--- src/rtl/pc_gen_mc_if.sv ---
// rtl/pc_gen_mc_if.sv - fetch PC generator bus: decoder, CDB, ROB, staller in; icache controls out.
interface pc_gen_mc_if #(
  parameter int ADDR_W  = 32,
  parameter int LOCK_W  = 5,
  parameter int NUM_CDB = 2
);
  logic                        ce;
  logic [ADDR_W-1:0]           pc;
  logic                        flush;
  logic                        pc_locked;

  logic                        dec_valid;
  logic [LOCK_W-1:0]           dec_lock;
  logic [ADDR_W-1:0]           dec_offset;

  logic [NUM_CDB-1:0]          cdb_valid;
  logic [NUM_CDB*LOCK_W-1:0]   cdb_index;
  logic [NUM_CDB*ADDR_W-1:0]   cdb_result;

  logic                        rob_modify;
  logic [ADDR_W-1:0]           rob_npc;

  logic                        stall;

  // master drives the pipeline-side inputs and observes the fetch outputs
  modport master (
    input  ce, pc, flush, pc_locked,
    output dec_valid, dec_lock, dec_offset,
    output cdb_valid, cdb_index, cdb_result,
    output rob_modify, rob_npc, stall
  );

  modport slave (
    output ce, pc, flush, pc_locked,
    input  dec_valid, dec_lock, dec_offset,
    input  cdb_valid, cdb_index, cdb_result,
    input  rob_modify, rob_npc, stall
  );
endinterface

--- src/rtl/pc_gen_mc.sv ---
// rtl/pc_gen_mc.sv - fetch address generator with decoder locks, CDB resolve and ROB redirect.
module pc_gen_mc #(
  parameter int ADDR_W     = 32,
  parameter int LOCK_W     = 5,
  parameter int NO_LOCK    = 0,
  parameter int NUM_CDB    = 2,
  parameter int RESET_PC   = 0,
  parameter int INST_BYTES = 4
) (
  input  logic        clk,
  input  logic        rst,
  pc_gen_mc_if.slave  bus
);

  localparam logic [LOCK_W-1:0] NO_TAG   = LOCK_W'(NO_LOCK);
  localparam logic [ADDR_W-1:0] BOOT_PC  = ADDR_W'(RESET_PC);
  localparam logic [ADDR_W-1:0] DEF_STEP = ADDR_W'(INST_BYTES);

  typedef enum logic [1:0] {
    BOOT   = 2'd0,
    RUN    = 2'd1,
    LOCKED = 2'd2
  } state_t;

  state_t            state_q, state_d;
  logic              ce_q, ce_d;
  logic              flush_q, flush_d;
  logic [ADDR_W-1:0] pc_q, pc_d;
  logic [LOCK_W-1:0] lock_q, lock_d;
  logic [ADDR_W-1:0] step_q, step_d;

  logic [LOCK_W-1:0] cdb_tag [NUM_CDB];
  logic [ADDR_W-1:0] cdb_res [NUM_CDB];

  for (genvar g = 0; g < NUM_CDB; g++) begin : g_cdb
    assign cdb_tag[g] = bus.cdb_index[g*LOCK_W +: LOCK_W];
    assign cdb_res[g] = bus.cdb_result[g*ADDR_W +: ADDR_W];
  end

  // Two searches: one against the incoming decoder tag (same-cycle bypass),
  // one against the held tag. Scanning downward lets the lowest channel win.
  logic              dec_hit, held_hit;
  logic [ADDR_W-1:0] dec_hit_res, held_hit_res;

  always_comb begin
    dec_hit      = 1'b0;
    held_hit     = 1'b0;
    dec_hit_res  = '0;
    held_hit_res = '0;
    for (int i = NUM_CDB - 1; i >= 0; i--) begin
      if (bus.cdb_valid[i] && (cdb_tag[i] != NO_TAG)) begin
        if (cdb_tag[i] == bus.dec_lock) begin
          dec_hit     = 1'b1;
          dec_hit_res = cdb_res[i];
        end
        if (cdb_tag[i] == lock_q) begin
          held_hit     = 1'b1;
          held_hit_res = cdb_res[i];
        end
      end
    end
  end

  logic              lock_req;
  logic [ADDR_W-1:0] nstep;

  assign lock_req = bus.dec_valid && (bus.dec_lock != NO_TAG);
  assign nstep    = bus.dec_valid ? bus.dec_offset : step_q;

  always_comb begin
    state_d = state_q;
    ce_d    = ce_q;
    flush_d = 1'b0;
    pc_d    = pc_q;
    lock_d  = lock_q;
    step_d  = step_q;

    case (state_q)
      BOOT: begin
        state_d = RUN;
        ce_d    = 1'b1;
      end

      RUN: begin
        if (bus.rob_modify) begin
          state_d = RUN;
          pc_d    = bus.rob_npc;
          lock_d  = NO_TAG;
          step_d  = DEF_STEP;
          flush_d = 1'b1;
        end else if (lock_req) begin
          if (dec_hit) begin
            lock_d = NO_TAG;
            step_d = dec_hit_res;
          end else begin
            lock_d  = bus.dec_lock;
            state_d = LOCKED;
          end
        end else if (!bus.stall) begin
          pc_d   = pc_q + nstep;
          step_d = DEF_STEP;
        end else if (bus.dec_valid) begin
          step_d = bus.dec_offset;
        end
      end

      LOCKED: begin
        if (bus.rob_modify) begin
          state_d = RUN;
          pc_d    = bus.rob_npc;
          lock_d  = NO_TAG;
          step_d  = DEF_STEP;
          flush_d = 1'b1;
        end else if (held_hit) begin
          state_d = RUN;
          lock_d  = NO_TAG;
          step_d  = held_hit_res;
        end
      end

      default: begin
        state_d = BOOT;
        ce_d    = 1'b0;
        pc_d    = BOOT_PC;
        lock_d  = NO_TAG;
        step_d  = DEF_STEP;
      end
    endcase
  end

  always_ff @(posedge clk) begin
    if (!rst) begin
      state_q <= BOOT;
      ce_q    <= 1'b0;
      flush_q <= 1'b0;
      pc_q    <= BOOT_PC;
      lock_q  <= NO_TAG;
      step_q  <= DEF_STEP;
    end else begin
      state_q <= state_d;
      ce_q    <= ce_d;
      flush_q <= flush_d;
      pc_q    <= pc_d;
      lock_q  <= lock_d;
      step_q  <= step_d;
    end
  end

  assign bus.ce        = ce_q;
  assign bus.pc        = pc_q;
  assign bus.flush     = flush_q;
  assign bus.pc_locked = (state_q == LOCKED);

endmodule

--- src/flat_wrapper.sv ---
// flat-port wrapper written by rule: the top's interface ports become plain ports
module pc_gen_mc_flat 
#(
  parameter int ADDR_W     = 32,
  parameter int LOCK_W     = 5,
  parameter int NO_LOCK    = 0,
  parameter int NUM_CDB    = 2,
  parameter int RESET_PC   = 0,
  parameter int INST_BYTES = 4
)
  (clk, rst, bus_ce, bus_pc, bus_flush, bus_pc_locked, bus_dec_valid, bus_dec_lock, bus_dec_offset, bus_cdb_valid, bus_cdb_index, bus_cdb_result, bus_rob_modify, bus_rob_npc, bus_stall);
  pc_gen_mc_if #(.ADDR_W(ADDR_W), .LOCK_W(LOCK_W), .NUM_CDB(NUM_CDB)) bus_i ();
  input  logic clk;
  input  logic rst;
  output wire logic [$bits(bus_i.ce)-1:0] bus_ce;
  output wire logic [$bits(bus_i.pc)-1:0] bus_pc;
  output wire logic [$bits(bus_i.flush)-1:0] bus_flush;
  output wire logic [$bits(bus_i.pc_locked)-1:0] bus_pc_locked;
  input wire logic [$bits(bus_i.dec_valid)-1:0] bus_dec_valid;
  input wire logic [$bits(bus_i.dec_lock)-1:0] bus_dec_lock;
  input wire logic [$bits(bus_i.dec_offset)-1:0] bus_dec_offset;
  input wire logic [$bits(bus_i.cdb_valid)-1:0] bus_cdb_valid;
  input wire logic [$bits(bus_i.cdb_index)-1:0] bus_cdb_index;
  input wire logic [$bits(bus_i.cdb_result)-1:0] bus_cdb_result;
  input wire logic [$bits(bus_i.rob_modify)-1:0] bus_rob_modify;
  input wire logic [$bits(bus_i.rob_npc)-1:0] bus_rob_npc;
  input wire logic [$bits(bus_i.stall)-1:0] bus_stall;
  assign bus_ce = bus_i.ce;
  assign bus_pc = bus_i.pc;
  assign bus_flush = bus_i.flush;
  assign bus_pc_locked = bus_i.pc_locked;
  assign bus_i.dec_valid = bus_dec_valid;
  assign bus_i.dec_lock = bus_dec_lock;
  assign bus_i.dec_offset = bus_dec_offset;
  assign bus_i.cdb_valid = bus_cdb_valid;
  assign bus_i.cdb_index = bus_cdb_index;
  assign bus_i.cdb_result = bus_cdb_result;
  assign bus_i.rob_modify = bus_rob_modify;
  assign bus_i.rob_npc = bus_rob_npc;
  assign bus_i.stall = bus_stall;
  pc_gen_mc #(.ADDR_W(ADDR_W), .LOCK_W(LOCK_W), .NO_LOCK(NO_LOCK), .NUM_CDB(NUM_CDB), .RESET_PC(RESET_PC), .INST_BYTES(INST_BYTES)) u_core (.clk(clk), .rst(rst), .bus(bus_i));
endmodule
--- config.mk ---
export PLATFORM = sky130hd
export DESIGN_NAME = pc_gen_mc_flat
export DESIGN_NICKNAME = d
export VERILOG_FILES = /design/src/rtl/pc_gen_mc_if.sv /design/src/rtl/pc_gen_mc.sv /design/src/flat_wrapper.sv
export SDC_FILE = /design/constraint.sdc
export NUM_CORES = 1
export LEC_CHECK = 0
export ABC_CLOCK_PERIOD_IN_PS = 11200
export CORE_ASPECT_RATIO = 1.75
export CORE_MARGIN = 5
export CORE_UTILIZATION = 59
export DETAILED_ROUTE_END_ITERATION = 10
export DONT_BUFFER_PORTS = 1
export GPL_TIMING_DRIVEN = 0
export PLACE_DENSITY_LB_ADDON = 0.12
export SLEW_MARGIN = 20
export SYNTH_ARGS = -nofsm -noshare
export SYNTH_HDL_FRONTEND = slang
export SYNTH_SLANG_ARGS = --single-unit
--- constraint.sdc ---
create_clock -name clk -period 11.2 [get_ports clk]
set_input_delay 1.12 -clock clk [delete_from_list [all_inputs] [get_ports clk]]
set_output_delay 1.12 -clock clk [all_outputs]
set_load 0.05 [all_outputs]
[Yosys cells after proc, flatten, opt, wreduce, memory -nomap -nowiden]
Index checks and enable logic that the tools add are counted.
Storage, ports and cells
  register bits: 73
  bits of input ports: 150
  word-level logic and storage cells: 77
Cells by class
  $add $sub $neg: 1
  eq/ne operators: 13
  multiplexer cells: 43
  bitwise operators: 1
  reduce and logical (&&, ||, !) cells: 13
Operators with widths (count)
  $mux 32: 19
  $pmux 32 s3: 2
  $add 32x32->32: 1
  $mux 5: 5
  $eq 5x5->1: 4
  $pmux 5 s3: 1
  $reduce_bool 5->1: 3
  $mux 2: 5
  $mux 1: 9
  $ne 3x3->1 const B: 3
  $reduce_and 3->1: 3
  $pmux 2 s3: 1
  $ne 4x3->1 const B: 1
  $reduce_and 4->1: 1
  $logic_and 1x1->1: 3
  $ne 3x1->1 const B: 1
  $ne 3x2->1 const B: 1
  $eq 2x1->1 const B: 1
  $eq 2x2->1 const B: 1
  $logic_not 2->1: 1
  $ne 2x1->1 const B: 1
  $pmux 1 s2: 1
  $reduce_and 2->1: 1
  $reduce_or 2->1: 1
  $not 1->1: 1

[Longest topological paths before layout]
  word-level depth: 9
  gate-level depth with buffers: 13

[Worst setup path before layout]
OpenSTA, ideal clock, no wires.
  path kind: input to register
  start: input bus_dec_valid
  end: register u_core.pc_q[28], in the netlist u_core.bus.pc[28]
  setup time: 0.106 ns
  data arrival time: 4.209 ns
  required time: 11.094 ns
  slack: 6.885 ns
  stages on the path: 12
  cells stage by stage: clkbuf_1 -> clkbuf_1 -> mux2_2 -> ha_1 -> nand2_1 -> a21bo_2 -> a21oi_1 -> o21a_1 -> a21oi_1 -> o41ai_1 -> or4b_2 -> o311ai_0
On the way
  cells in the longest elaborated chain, start to end: 6
Ends and longest elaborated chain
  start: declaration: line flat_wrapper.sv:19  | input wire logic [$bits(bus_i.dec_valid)-1:0] bus_dec_valid;
  $mux 32
  $add 32x32->32: line pc_gen_mc.sv:100  | pc_d = pc_q + nstep;
  $mux 32: line pc_gen_mc.sv:99  | end else if (!bus.stall) begin
  $mux 32: line pc_gen_mc.sv:91  | end else if (lock_req) begin
  $mux 32: line pc_gen_mc.sv:85  | if (bus.rob_modify) begin
  $pmux 32 s3: line pc_gen_mc.sv:78  | case (state_q)
  end signal: assignment: line pc_gen_mc.sv:143  | pc_q <= pc_d;
  end: declaration: line pc_gen_mc.sv:28  | logic [ADDR_W-1:0] pc_q, pc_d;
Several ways; a longest one is shown, not always the timed one. The select of a mux whose other input is x is not followed.
A chain may end at the register's enable or synchronous reset.

[Worst setup path in the final report]
Ends and elaborated chain as after synthesis.

==> impl_metrics.toml <==
[detailed_routing]
drt-vias-per-instance = 7.117
drt-initial-drc-count = 640
wl_per_cell_um = 24.47
postRouteAntennaNets = 0
remaining_drc_errors = 0
first_pass_iters = 10
vias = 5957
drt_wl_total_mm = 20.48

[power_and_ir_drop]
powerDensity_nw_per_um2 = 119.1
p_int_mw = 0.5055
power_frac_comb = 0.192
seqPwrFrac = 0.384
power.leakage_nw = 2.363
power_switching_mw = 0.2321
pwr-share-clk = 0.424
swShare = 0.3147
ir_worst_vdd_uv = 76.88

[clock_network]
cts_tree = "done"
cts-root-buf = "clkbuf_16"
cts-htree-levels = 3
clk_latency_ps = 340
cts_buffers = 9
clkSlewWorstSetupHoldPaths_ps = 60
cts_resized = 0
clock_sinks = 73
post_cts_buffers = 0
clk_path_buf_depth = 2
holdBufCountCts = 0

[final_layout]
post-route-util = 0.6540
num_antenna_cells = 0
drive_above_1_share = 0.09091
regArea_sq_um = 1461
syn2layout_area_growth_pct = 8.080
fillCellCount = 832
multi_input_area_sq_um = 4048
fin_nets = 897

[floorplanning]
die_x_um = 84.49
start_util = 0.6051
ioPinCount = 185
core_sq_um = 9468
row_count = 47
dieHeight_um = 140.4
die-area_sq_um = 11860

[sta]
relSlewSlack = 0.3874
fin_setup_tns_ps = 0
post-route-period-util = 0.4541
max_slew.worst_pin.slew_ps = 911.9
finalHoldViolations = 0
fin_crit_ps = 5086
drv_slew = 0
setup_viol = 0
grt_setup_unrepaired = "false"
fmax_ghz = 0.1966
clock_skew_ps = 6.339

[worst_setup_path]
critical_path_peak_fanout = 10
cp-end-kind = "register"
regToRegSetupSlack_ps = 7520
r2r-start = "u_core.bus.pc[0]$_SDFFE_PN0P_"
crit_required_ps = 11430
path_class = "in -> reg"
startpoint = "bus_dec_valid"
start_kind = "input pin"
worstPathArrival_ps = 5320

[synth]
syn_avg_cell_area_sq_um = 8.185
synth_flop_cell = "dfxtp_1"
yosys-top-cells-area = "dfxtp_1 (26%), ha_1 (7.6%), mux2_2 (6.1%)"
ys_seq_elements = 73
yosysSeqAreaShare = 0.2551
syn_area_sq_um = 5729
async_flop_share = 0
synth_top_area_share = 0.2551
synth_nets = 886
synth_edf_count = 0
post-synth-top-area-cell = "dfxtp_1"
synthCells = 700
ys_types = 64
yosys_warnings = 0

[run_status]
run_status = "finished clean"

[grt]
grt_pass1_vias = 5993
grt_pass1_wl_mm = 31.36
antenna_found_initial = 0
gr-usage-all-layers = 0.3310
grt_max_degree = 13
gr-usage-met2 = 0.5911
overflow = 0
use_met3 = 0.07638
met1_usage = 0.3511
grt-busiest-layer = "met2"

[flow_run]
drv_cap = 0

[worst_hold_path]
hold_path_startpoint = "u_core.step_q[0]$_SDFFE_PN0P_"
hp-class = "reg -> reg"

[place]
place.port_buffers = 0
routabilityCongestion = 0.9738
dp_hpwl_mm = 15.71
-- routing by layer --
layer	part of all wire	vias to the layer above
met1	0.35	2785
met3	0.095	80
met2	0.51	355
met4	0.048	0
met5	0	-
li1	-	2737
-- critical path: stages --
cell and delay [ps]:
clkbuf_1 370, clkbuf_1 680, mux2_2 350, ha_1 210
fa_1 250, a21oi_1 130, o211a_1 260, nor2_1 180
o21a_1 240, a21oi_1 210, o41ai_1 570, or4b_2 640
o311ai_0 100
-- placed cells by master (no fill, tap or decap), types with 31 or more instances in the layout --
cell	synthesis	routed
nand3_1	34	34
clkbuf_1	34	35
dfxtp_1	73	73
ha_1	35	35
o2bb2ai_1	38	38
o21ai_0	40	40
a21oi_1	65	65
mux2_2	31	31
nand2_1	59	59
-- power groups by stage --
stage | combinational, mW | clock, mW | sequential, mW
after floorplan | 0.100 | 0 | 0.287
after global placement | 0.133 | 0 | 0.289
after global routing | 0.152 | 0.322 | 0.284
final | 0.142 | 0.313 | 0.283
after detailed placement | 0.137 | 0 | 0.289
after CTS | 0.137 | 0.310 | 0.283
-- registers in the layout, summed over array words and instances, names as in the netlist --
signal,count
u_core.bus.ce,1
u_core.bus.flush,1
u_core.bus.pc,32
u_core.lock_q,5
u_core.state_q,2
u_core.step_q,32
-- cell families (layout without fill, tap and decap cells) --
group | Yosys count | in the layout | share of synthesized area
AOI/OAI and AO/OA | 246 | 246 | 0.3044
and+or+nand+nor | 209 | 209 | 0.1848
DFF | 73 | 73 | 0.2551
buffers and inverters | 56 | 71 | 0.03844
xor gates and xnor gates | 42 | 42 | 0.06421
muxes | 38 | 38 | 0.07316
adders and majority gates | 36 | 36 | 0.07993
-- final timing paths --
| kind | endpoint | cells after the start |
|---|---|---|
| hold reg to reg | u_core.step_q[0]$_SDFFE_PN0P_ | 1 |
| hold / removal | u_core.step_q[0]$_SDFFE_PN0P_ | 1 |
| setup reg to reg | u_core.bus.pc[28]$_SDFFE_PN0P_ | 10 |
| setup / recovery | u_core.bus.pc[28]$_SDFFE_PN0P_ | 13 |
-- Yosys cell counts (3+ instances only) --
cell type and instances:
or2_2 3, dfxtp_1 73, and3_1 21, clkbuf_1 34, buf_1 3, a21o_1 14, nor2_1 30, inv_1 10
o31ai_1 3, nand4_1 6, a31oi_1 10, o21ai_0 40, o211ai_1 3, nand3_1 34, mux2_2 31, nor2b_1 3
a222oi_1 30, nand2b_1 8, nor3_1 15, o2111ai_1 3, or3_1 7, o2bb2ai_1 38, xnor2_1 21, mux2i_1 7
a211oi_1 4, xor2_1 21, buf_2 8, a22o_1 4, o21bai_1 4, nand2_1 59, ha_1 35, nor4_1 6
a21oi_1 65, a32o_1 5, o21a_1 5, or4_1 3
-- layout make-up --
| cell class | instances | share of cell area |
|---|---|---|
| Tap cell | 122 | 0.02465 |
| Clock inverter | 5 | 0.01313 |
| Multi-Input combinational cell | 571 | 0.6537 |
| Buffer | 45 | 0.02889 |
| Sequential cell | 73 | 0.2360 |
| Clock buffer | 10 | 0.03698 |
| Inverter | 11 | 0.006668 |
-- stage by stage --
step | cells | area [sq um] | power (mW) | setup WS [ps] | hold WS [ps]
2_1_floorplan | 700 | 5729 | 0.3868 | 6885 | 428.5
3_3_place_gp | 822 | 5882 | 0.4219 | 5957 | 439.7
3_5_place_dp | 822 | 5882 | 0.4255 | 5954 | 444.3
4_1_cts | 837 | 6192 | 0.7308 | 6237 | 463.0
5_1_grt | 837 | 6192 | 0.7581 | 5929 | 479.1
6_report | 837 | 6192 | 0.7375 | 6114 | 462.5
Power figures use the tool's default switching activity.
